**config.mk**
```make
export PLATFORM = sky130hd
export DESIGN_NAME = vga_source_mux
export DESIGN_NICKNAME = d
export VERILOG_FILES = /design/src/rtl/vga_pkg.sv /design/src/rtl/sync_2ff.sv /design/src/rtl/vga_source_mux.sv
export SDC_FILE = /design/constraint.sdc
export NUM_CORES = 1
export LEC_CHECK = 0
export ABC_AREA = 1
export CAP_MARGIN = 15
export CORE_MARGIN = 4
export CORE_UTILIZATION = 68
export CTS_CLUSTER_DIAMETER = 80
export DETAILED_ROUTE_END_ITERATION = 10
export DONT_BUFFER_PORTS = 1
export GPL_TIMING_DRIVEN = 1
export PLACE_DENSITY = 0.84
export REMOVE_ABC_BUFFERS = 1
export SYNTH_ARGS = -nofsm -noshare
export SYNTH_HDL_FRONTEND = slang
export SYNTH_SLANG_ARGS = --single-unit
```
**constraint.sdc**
```tcl
create_clock -name clk -period 4.7 [get_ports clk]
set_clock_uncertainty 0.2 [all_clocks]
set_input_delay 0.705 -clock clk [delete_from_list [all_inputs] [get_ports clk]]
set_output_delay 0.705 -clock clk [all_outputs]
set_load 0.01 [all_outputs]
```
**src/rtl/vga_pkg.sv**
```systemverilog
// rtl/vga_pkg.sv - shared pixel width, source-mux FSM encoding and pixel defaults
package vga_pkg;

    typedef enum logic [1:0] {
        ST_RUN        = 2'd0,
        ST_WAIT_FRAME = 2'd1,
        ST_BLANK      = 2'd2
    } mux_state_t;

    localparam int   BLANK_CNT_W     = 4;
    // Fill bits for the width-generic default and key pixels.
    localparam logic DEFAULT_PIX_BIT = 1'b1;
    localparam logic KEY_PIX_BIT     = 1'b0;

    function automatic int pix_w(input int cw);
        return 3 * cw;
    endfunction

endpackage

```
**src/rtl/sync_2ff.sv**
```systemverilog
// rtl/sync_2ff.sv - two-flop synchroniser for asynchronous control inputs
module sync_2ff #(
    parameter int W = 1
) (
    input  logic         clk,
    input  logic         rst,
    input  logic [W-1:0] d,
    output logic [W-1:0] q
);

    logic [W-1:0] meta;

    always_ff @(posedge clk or posedge rst) begin
        if (rst) begin
            meta <= '0;
            q    <= '0;
        end else begin
            meta <= d;
            q    <= meta;
        end
    end

endmodule

```
**src/rtl/vga_source_mux.sv**
```systemverilog
// rtl/vga_source_mux.sv - frame-synchronous pixel source selector with colour-key overlay
module vga_source_mux
    import vga_pkg::*;
#(
    parameter int                     NUM_SRC      = 4,
    parameter int                     CW           = 4,
    parameter int                     SEL_W        = 3,
    parameter int                     BLANK_FRAMES = 1,
    parameter logic [pix_w(CW)-1:0]   DEFAULT_PIX  = {pix_w(CW){DEFAULT_PIX_BIT}},
    parameter logic [pix_w(CW)-1:0]   KEY_PIX      = {pix_w(CW){KEY_PIX_BIT}}
) (
    input  logic                           clk,
    input  logic                           rst,
    input  logic [NUM_SRC*pix_w(CW)-1:0]   src_pix,
    input  logic                           pix_active,
    input  logic                           frame_start,
    input  logic [SEL_W-1:0]               sel,
    input  logic                           ovl_en,
    input  logic [SEL_W-1:0]               ovl_sel,
    output logic [pix_w(CW)-1:0]           o_pix,
    output logic                           o_active,
    output logic [SEL_W-1:0]               cur_sel,
    output logic                           switching
);

    localparam int PW = pix_w(CW);
    localparam logic [BLANK_CNT_W-1:0] BLANK_LOAD = BLANK_CNT_W'(BLANK_FRAMES - 1);

    logic [SEL_W-1:0]       sel_s, ovl_sel_s;
    logic                   ovl_en_s;
    mux_state_t             state, state_next;
    logic [SEL_W-1:0]       pend_sel, pend_sel_next, cur_sel_next;
    logic [BLANK_CNT_W-1:0] blank_cnt, blank_cnt_next;

    sync_2ff #(.W(SEL_W)) u_sync_sel     (.clk(clk), .rst(rst), .d(sel),     .q(sel_s));
    sync_2ff #(.W(1))     u_sync_ovl_en  (.clk(clk), .rst(rst), .d(ovl_en),  .q(ovl_en_s));
    sync_2ff #(.W(SEL_W)) u_sync_ovl_sel (.clk(clk), .rst(rst), .d(ovl_sel), .q(ovl_sel_s));

    always_ff @(posedge clk or posedge rst) begin
        if (rst) begin
            state     <= ST_RUN;
            cur_sel   <= '0;
            pend_sel  <= '0;
            blank_cnt <= '0;
        end else begin
            state     <= state_next;
            cur_sel   <= cur_sel_next;
            pend_sel  <= pend_sel_next;
            blank_cnt <= blank_cnt_next;
        end
    end

    // Switches are only committed on frame_start so a frame is never torn.
    always_comb begin
        state_next     = state;
        cur_sel_next   = cur_sel;
        pend_sel_next  = pend_sel;
        blank_cnt_next = blank_cnt;
        unique case (state)
            ST_RUN: begin
                if (sel_s != cur_sel) begin
                    state_next    = ST_WAIT_FRAME;
                    pend_sel_next = sel_s;
                end
            end
            ST_WAIT_FRAME: begin
                if (frame_start) begin
                    if (BLANK_FRAMES > 0) begin
                        state_next     = ST_BLANK;
                        blank_cnt_next = BLANK_LOAD;
                    end else begin
                        state_next   = ST_RUN;
                        cur_sel_next = pend_sel;
                    end
                end
            end
            ST_BLANK: begin
                if (frame_start) begin
                    if (blank_cnt == '0) begin
                        state_next   = ST_RUN;
                        cur_sel_next = pend_sel;
                    end else begin
                        blank_cnt_next = blank_cnt - 1'b1;
                    end
                end
            end
            default: state_next = ST_RUN;
        endcase
    end

    logic              cur_ok, ovl_ok;
    logic [SEL_W-1:0]  cur_idx, ovl_idx;
    logic [PW-1:0]     base_src, ovl_src, mux_pix;

    // Indices are clamped so the part-selects never leave the bus.
    assign cur_ok   = 32'(cur_sel) < NUM_SRC;
    assign ovl_ok   = 32'(ovl_sel_s) < NUM_SRC;
    assign cur_idx  = cur_ok ? cur_sel : '0;
    assign ovl_idx  = ovl_ok ? ovl_sel_s : '0;
    assign base_src = src_pix[32'(cur_idx)*PW +: PW];
    assign ovl_src  = src_pix[32'(ovl_idx)*PW +: PW];

    always_comb begin
        mux_pix = cur_ok ? base_src : DEFAULT_PIX;
        if (state == ST_BLANK) begin
            mux_pix = '0;
        end
        if (ovl_en_s && ovl_ok && (state != ST_BLANK) && (ovl_src != KEY_PIX)) begin
            mux_pix = ovl_src;
        end
        if (!pix_active) begin
            mux_pix = '0;
        end
    end

    always_ff @(posedge clk or posedge rst) begin
        if (rst) begin
            o_pix     <= '0;
            o_active  <= 1'b0;
            switching <= 1'b0;
        end else begin
            o_pix     <= mux_pix;
            o_active  <= pix_active;
            switching <= (state_next != ST_RUN);
        end
    end

endmodule

```
=== Word level (Yosys, flattened, before mapping) ===
Cells that the tools add are included.

* Add/subtract/negate cells: 1
* Multipliers: 2
* Magnitude comparators: 2
* Equal/unequal tests: 7
* Shift-type cells: 2
* Muxes and demuxes: 15
* Reductions and logical operators: 11

{| class="wikitable"
|+ Operators with widths
! operator !! count
|-
| $shiftx 48x8->12 || 2
|-
| $mux 12 || 4
|-
| $mux 4 || 3
|-
| $reduce_bool 12->1 || 1
|-
| $mul 3x2->5 const B || 2
|-
| $mux 2 || 4
|-
| $ne 2x2->1 const B || 4
|-
| $pmux 4 s2 || 1
|-
| $lt 3x3->1 const B || 2
|-
| $mux 3 || 2
|-
| $pmux 2 s3 || 1
|-
| $logic_not 4->1 || 1
|-
| $reduce_and 4->1 || 1
|-
| $reduce_bool 2->1 || 2
|-
| $sub 4x1->4 const B || 1
|-
| $logic_and 1x1->1 || 3
|-
| $ne 3x3->1 || 1
|-
| $reduce_and 3->1 || 1
|-
| $eq 2x1->1 const B || 1
|-
| $eq 2x2->1 const B || 1
|-
| $logic_not 2->1 || 1
|-
| $reduce_and 2->1 || 1
|}

* Register bits after elaboration: 40
* Input port bits: 59
* Output and inout bits: 17
* Logic and storage cells: 53

=== Logic depth before layout (Yosys ltp) ===
* Word-level depth: 8
* Mapped depth: 15
* Depth with buffers taken out: 13

=== Cells and area by module ===
Synthesis repeated with hierarchy kept, for this count alone.

* Cells, all modules: 370
* Area, all modules: 2523.7 sq um

{| class="wikitable"
|+ Modules (own cells, without submodules)
! module !! instances !! cells each !! area an instance (sq um) !! sequential area each (sq um)
|-
| vga_source_mux || 1 || 353 || 2162.1 || 650.6
|-
| sync_2ff (u_sync_ovl_sel ...) || 2 || 7 || 153.9 || 150.1
|-
| sync_2ff (u_sync_ovl_en) || 1 || 3 || 53.8 || 50.0
|}

=== Worst setup path before layout ===
No wires, ideal clock.

* Kind: input port to flip-flop
* From: in src_pix[34]
* To: reg o_pix[10]
* Arrival time: 1.684 ns
* Setup slack: 2.699 ns
* Stages on the path: 12
* Cell sequence: or2_1 -> o21ai_0 -> nand2_1 -> nand2_1 -> nand2_1 -> nor2_1 -> nand3_2 -> nand2_2 -> buf_6 -> nand2_1 -> nand2_1 -> nor2_1

* Cells in the longest elaborated chain, start to end: 5
* Elaborated cells on any way between the ends: 8
* Those cells by class: shift: 2; mux: 4; reduce/logical: 2

{| class="wikitable"
|+ RTL lines
! what !! RTL line !! source
|-
| start, declared || vga_source_mux.sv:14 || <nowiki>input logic [NUM_SRC*pix_w(CW)-1:0] src_pix,</nowiki>
|-
| $shiftx 48x8->12 (on tied branches) || vga_source_mux.sv:101, vga_source_mux.sv:100 ||
|-
| $reduce_bool 12->1 or $mux 12 (tied branches) || vga_source_mux.sv:108, vga_source_mux.sv:104 ||
|-
| $logic_and 1x1->1 or $mux 12 (tied branches) || vga_source_mux.sv:108, vga_source_mux.sv:105 ||
|-
| $mux 12 * || vga_source_mux.sv:108 || <nowiki>if (ovl_en_s && ovl_ok && (state != ST_BLANK) && (ovl_src != KEY_PIX)) begin</nowiki>
|-
| $mux 12 * || vga_source_mux.sv:111 || <nowiki>if (!pix_active) begin</nowiki>
|-
| via mux_pix[10] || vga_source_mux.sv:93 || <nowiki>logic [PW-1:0] base_src, ovl_src, mux_pix;</nowiki>
|-
| end signal, assigned || vga_source_mux.sv:122 || <nowiki>o_pix <= mux_pix;</nowiki>
|-
| end, declared || vga_source_mux.sv:20 || <nowiki>output logic [pix_w(CW)-1:0] o_pix,</nowiki>
|}

Mark *: on every way through the listed nets, which the timed path passes. The rest lies on a longest branch.
A chain may end at the register's enable or synchronous reset.

=== Final worst setup path ===
* From: reg u_sync_ovl_sel.q[0]
* To: reg o_pix[10]

* Cells in the longest elaborated chain, start to end: 8
* Elaborated cells on any way between the ends: 10
* Those cells by class: mul: 1; order compare: 1; shift: 1; mux: 3; reduce/logical: 4

{| class="wikitable"
|+ RTL lines
! what !! RTL line !! source
|-
| start, declared || sync_2ff.sv:8 || <nowiki>output logic [W-1:0] q</nowiki>
|-
| start signal, assigned || sync_2ff.sv:19 || <nowiki>q <= meta;</nowiki>
|-
| $lt 3x3->1 || vga_source_mux.sv:97 || <nowiki>assign ovl_ok = 32'(ovl_sel_s) < NUM_SRC;</nowiki>
|-
| $mux 3 || vga_source_mux.sv:99 || <nowiki>assign ovl_idx = ovl_ok ? ovl_sel_s : '0;</nowiki>
|-
| $mul 3x2->5 || vga_source_mux.sv:101 || <nowiki>assign ovl_src = src_pix[32'(ovl_idx)*PW +: PW];</nowiki>
|-
| $shiftx 48x8->12 || vga_source_mux.sv:101 ||
|-
| $reduce_bool 12->1 || vga_source_mux.sv:108 ||
|-
| $logic_and 1x1->1 || vga_source_mux.sv:108 ||
|-
| $mux 12 * || vga_source_mux.sv:108 ||
|-
| $mux 12 * || vga_source_mux.sv:111 ||
|-
| via mux_pix[10] || vga_source_mux.sv:93 ||
|}

Marks and branches as above.

==> metrics.csv <==
stage,metric,value,unit
critical_path,crit_chain,nand2_4 -> o21ai_0 -> nand2_1 -> nand2_1 -> nand2_1 -> nor2_1 -> nand3_2 -> nand2_2 -> nand2_1 -> nand2_1 -> nor2_1,
route,antenna_left,0,
placed_design,dpl.hpwl,4770,um
route,wirelength,6640,um
clock_network,clk-insertion-delay-late,0.29,ns
critical_path,crit_buf_inv,0,
grt,antenna_found_initial,0,
critical_path,critPathLaunchType,flip-flop,
grt,grt_pass1_wl,11000,um
yosys,ys_async_sr_fraction,1.00,
timing,drv_slew,0,
grt,track_usage,0.287,
worst_hold_path,hp-class,reg2reg,
yosys,synthAdderAreaFrac,0.00970,
clock_network,clkTransAtPathRegs,0.07,ns
timing,worst_slew_pin_slew,0.884,ns
floorplanning,core,3660,sq um
yosys,yosys.area.top_type,dfrtp_1,
yosys,synthesis.area,2580,sq um
clock_network,cts_sinks,40,
clock_network,hold_buffers,0,
finish,nets,417,
placed_design,numPlacedInstances,397,
yosys,netlist.area_leader.share,0.388,
yosys,synth_top_family_by_area,simple AND/OR/NAND/NOR gates,
timing,holdWs,0.151,ns
power,power_leakage,1.33,nW
flow_run,max-cap-violations,0,
finish,areaGrowthSynthToFinish,2.62,%
route,drt-initial-drc-count,242,
critical_path,worstPathArrival,2.69,ns
critical_path,critPathRequiredTime,4.68,ns
yosys,synth_cells,365,
timing,fin_crit,2.71,ns
critical_path,cp_common_cell,nand2_1,
timing,post-route-period-util,0.577,
route,wl_per_cell,16.4,um
critical_path,critPathMaxStageDelay,0.92,ns
clock_network,cts_buffers,5,
yosys,synthFlopType,dfrtp_1,
yosys,synth_common_cells,"nand2_1, nor2_1, nand3_1",
route,drc,0,
timing,final.setup.tns,0,ns
route,firstDrtPassIters,5,
status,outcome,"complete, no violations",
yosys,ys_warn_count,0,
floorplanning,initial_core_util,0.705,
finish,final_cell_count_no_fill,404,
yosys,synth-edff-count,0,
timing,setup_violations,0,
floorplanning,die-area,4840,sq um
critical_path,path_max_fanout,29,
floorplanning,num_rows,22,
yosys,avgSynthCellArea,7.07,sq um
yosys,synth_area_leaders,"dfrtp_1, nand2_1, nand3_1",
yosys,synth-simple-area-share,0.365,
critical_path,cp_top_family,simple AND/OR/NAND/NOR gates,
power,p_per_area,542,nW/um^2
power,vdd_drop_max,0.366,mV
timing,maxSlewHeadroom,0.411,
clock_network,root_buffer,clkbuf_8,
critical_path,worstSetupPathType,reg2reg,
critical_path,timing.reg2reg.setup_slack,1.99,ns
yosys,yosys_register_bits,40,
floorplanning,die_height,69.6,um
timing,hold_viol_final,0,
floorplanning,dieWidth,69.6,um
finish,fill_cells,307,
clock_network,htree_levels,2,
clock_network,cts_resized,0,
grt,overflow,0,
route,dr_total_vias,2450,
timing,rsz0062_at_grt,no,
grt,grt_max_degree,41,
finish,final_layout_size_suffix_gt1_frac,0.0730,
timing,max_clock_freq,369,MHz
finish,diodes,0,
yosys,yosysUniqueCellTypes,32,
clock_network,cts.path.max_buffers,2,
clock_network,cts_setup_buffers,0,
placed_design,gp_congestion,0.951,
floorplanning,io_pins,76,
yosys,synth_xor_area_frac,0.0136,
critical_path,critPathSlowestCell,dfrtp_1,
yosys,ys_seq_area_frac,0.388,
yosys,yosysMostFrequentCell,nand2_1,
yosys,synth_compound_area_frac,0.120,
critical_path,cp-end-kind,flip-flop,
grt,grt_pass1_vias,2423,
placed_design,numPortBuffers,0,
yosys,synth_mux_area_frac,0,
route,viasPerCell,6.06,
clock_network,cts_tree,done,
per-layer routing:
metal	wire, um	global-route usage
met5	0	0
met4	305	0.165
met3	666	0.0942
met2	3280	0.482
met1	2380	0.316
final timing paths:
| kind | from | to | cells after the start |
|---|---|---|---|
| max in group asynchronous | rst | u_sync_sel.q[0] | 2 |
| worst min-delay path | u_sync_ovl_sel.meta[2] | u_sync_ovl_sel.q[2] | 0 |
| worst max register to register | u_sync_ovl_sel.q[0] | o_pix[10] | 11 |
| worst min register to register | u_sync_ovl_sel.meta[2] | u_sync_ovl_sel.q[2] | 0 |
| min in group asynchronous | rst | u_sync_ovl_en.meta | 2 |
| worst max-delay path | u_sync_ovl_sel.q[0] | o_pix[10] | 11 |
placed cells by master (no fill, tap or decap), types with 2 or more instances in the layout:
master,n
nand3b_1,4
nor2_1,46
xnor2_1,3
clkbuf_8,5
nand2_1,94
nand2_4,2
or2_2,5
inv_2,6
o221ai_1,6
bufinv_16,2
a21oi_1,17
a31oi_1,4
nor2_4,2
o211ai_1,4
nor3_1,4
nand3_1,42
ha_1,2
dfrtp_1,40
inv_1,30
o21ai_0,21
or2_1,7
layout make-up:
cell class              count  area (sq um)  area share
multi-input cells         271          1310       0.495
inverters                  37           139      0.0525
well taps                  48          60.1      0.0227
repair buffers              1          7.51     0.00284
clock inverters             2          60.1      0.0227
clock buffers               5          68.8      0.0260
flip-flops and latches     40          1000       0.378
where the power goes:
group / switching (mW) / internal [mW]
Clock: 0.111 / 0.209
Sequential: 0.102 / 0.438
Combinational: 0.382 / 0.194
kinds of logic after synthesis:
group / Yosys count
adders and majority gates: 2
xor gates and xnor gates: 4
DFF: 40
buffers and inverters: 54
AOI/OAI and AO/OA: 54
and+or+nand+nor: 211
through the flow:
| stage | utilization | worst slack (ns) | area [sq um] | power [mW] |
|---|---|---|---|---|
| 6_report | 0.723 | 1.99 | 2650 | 1.44 |
| 5_1_grt | 0.723 | 1.70 | 2650 | 1.56 |
| 4_1_cts | 0.723 | 2.04 | 2650 | 1.43 |
| 3_5_place_dp | 0.688 | 2.07 | 2520 | 1.11 |
| 3_3_place_gp | 0.688 | 2.14 | 2520 | 1.09 |
| 2_1_floorplan | - | 2.49 | 2450 | 0.956 |
state kept, by name (all words and copies together), names as in the netlist, 3 cells and up:
register / flops
blank_cnt: 4
u_sync_sel.q: 3
cur_sel: 3
o_pix: 12
pend_sel: 3
u_sync_ovl_sel.q: 3
u_sync_ovl_sel.meta: 3
u_sync_sel.meta: 3
Power figures use the tool's default switching activity.
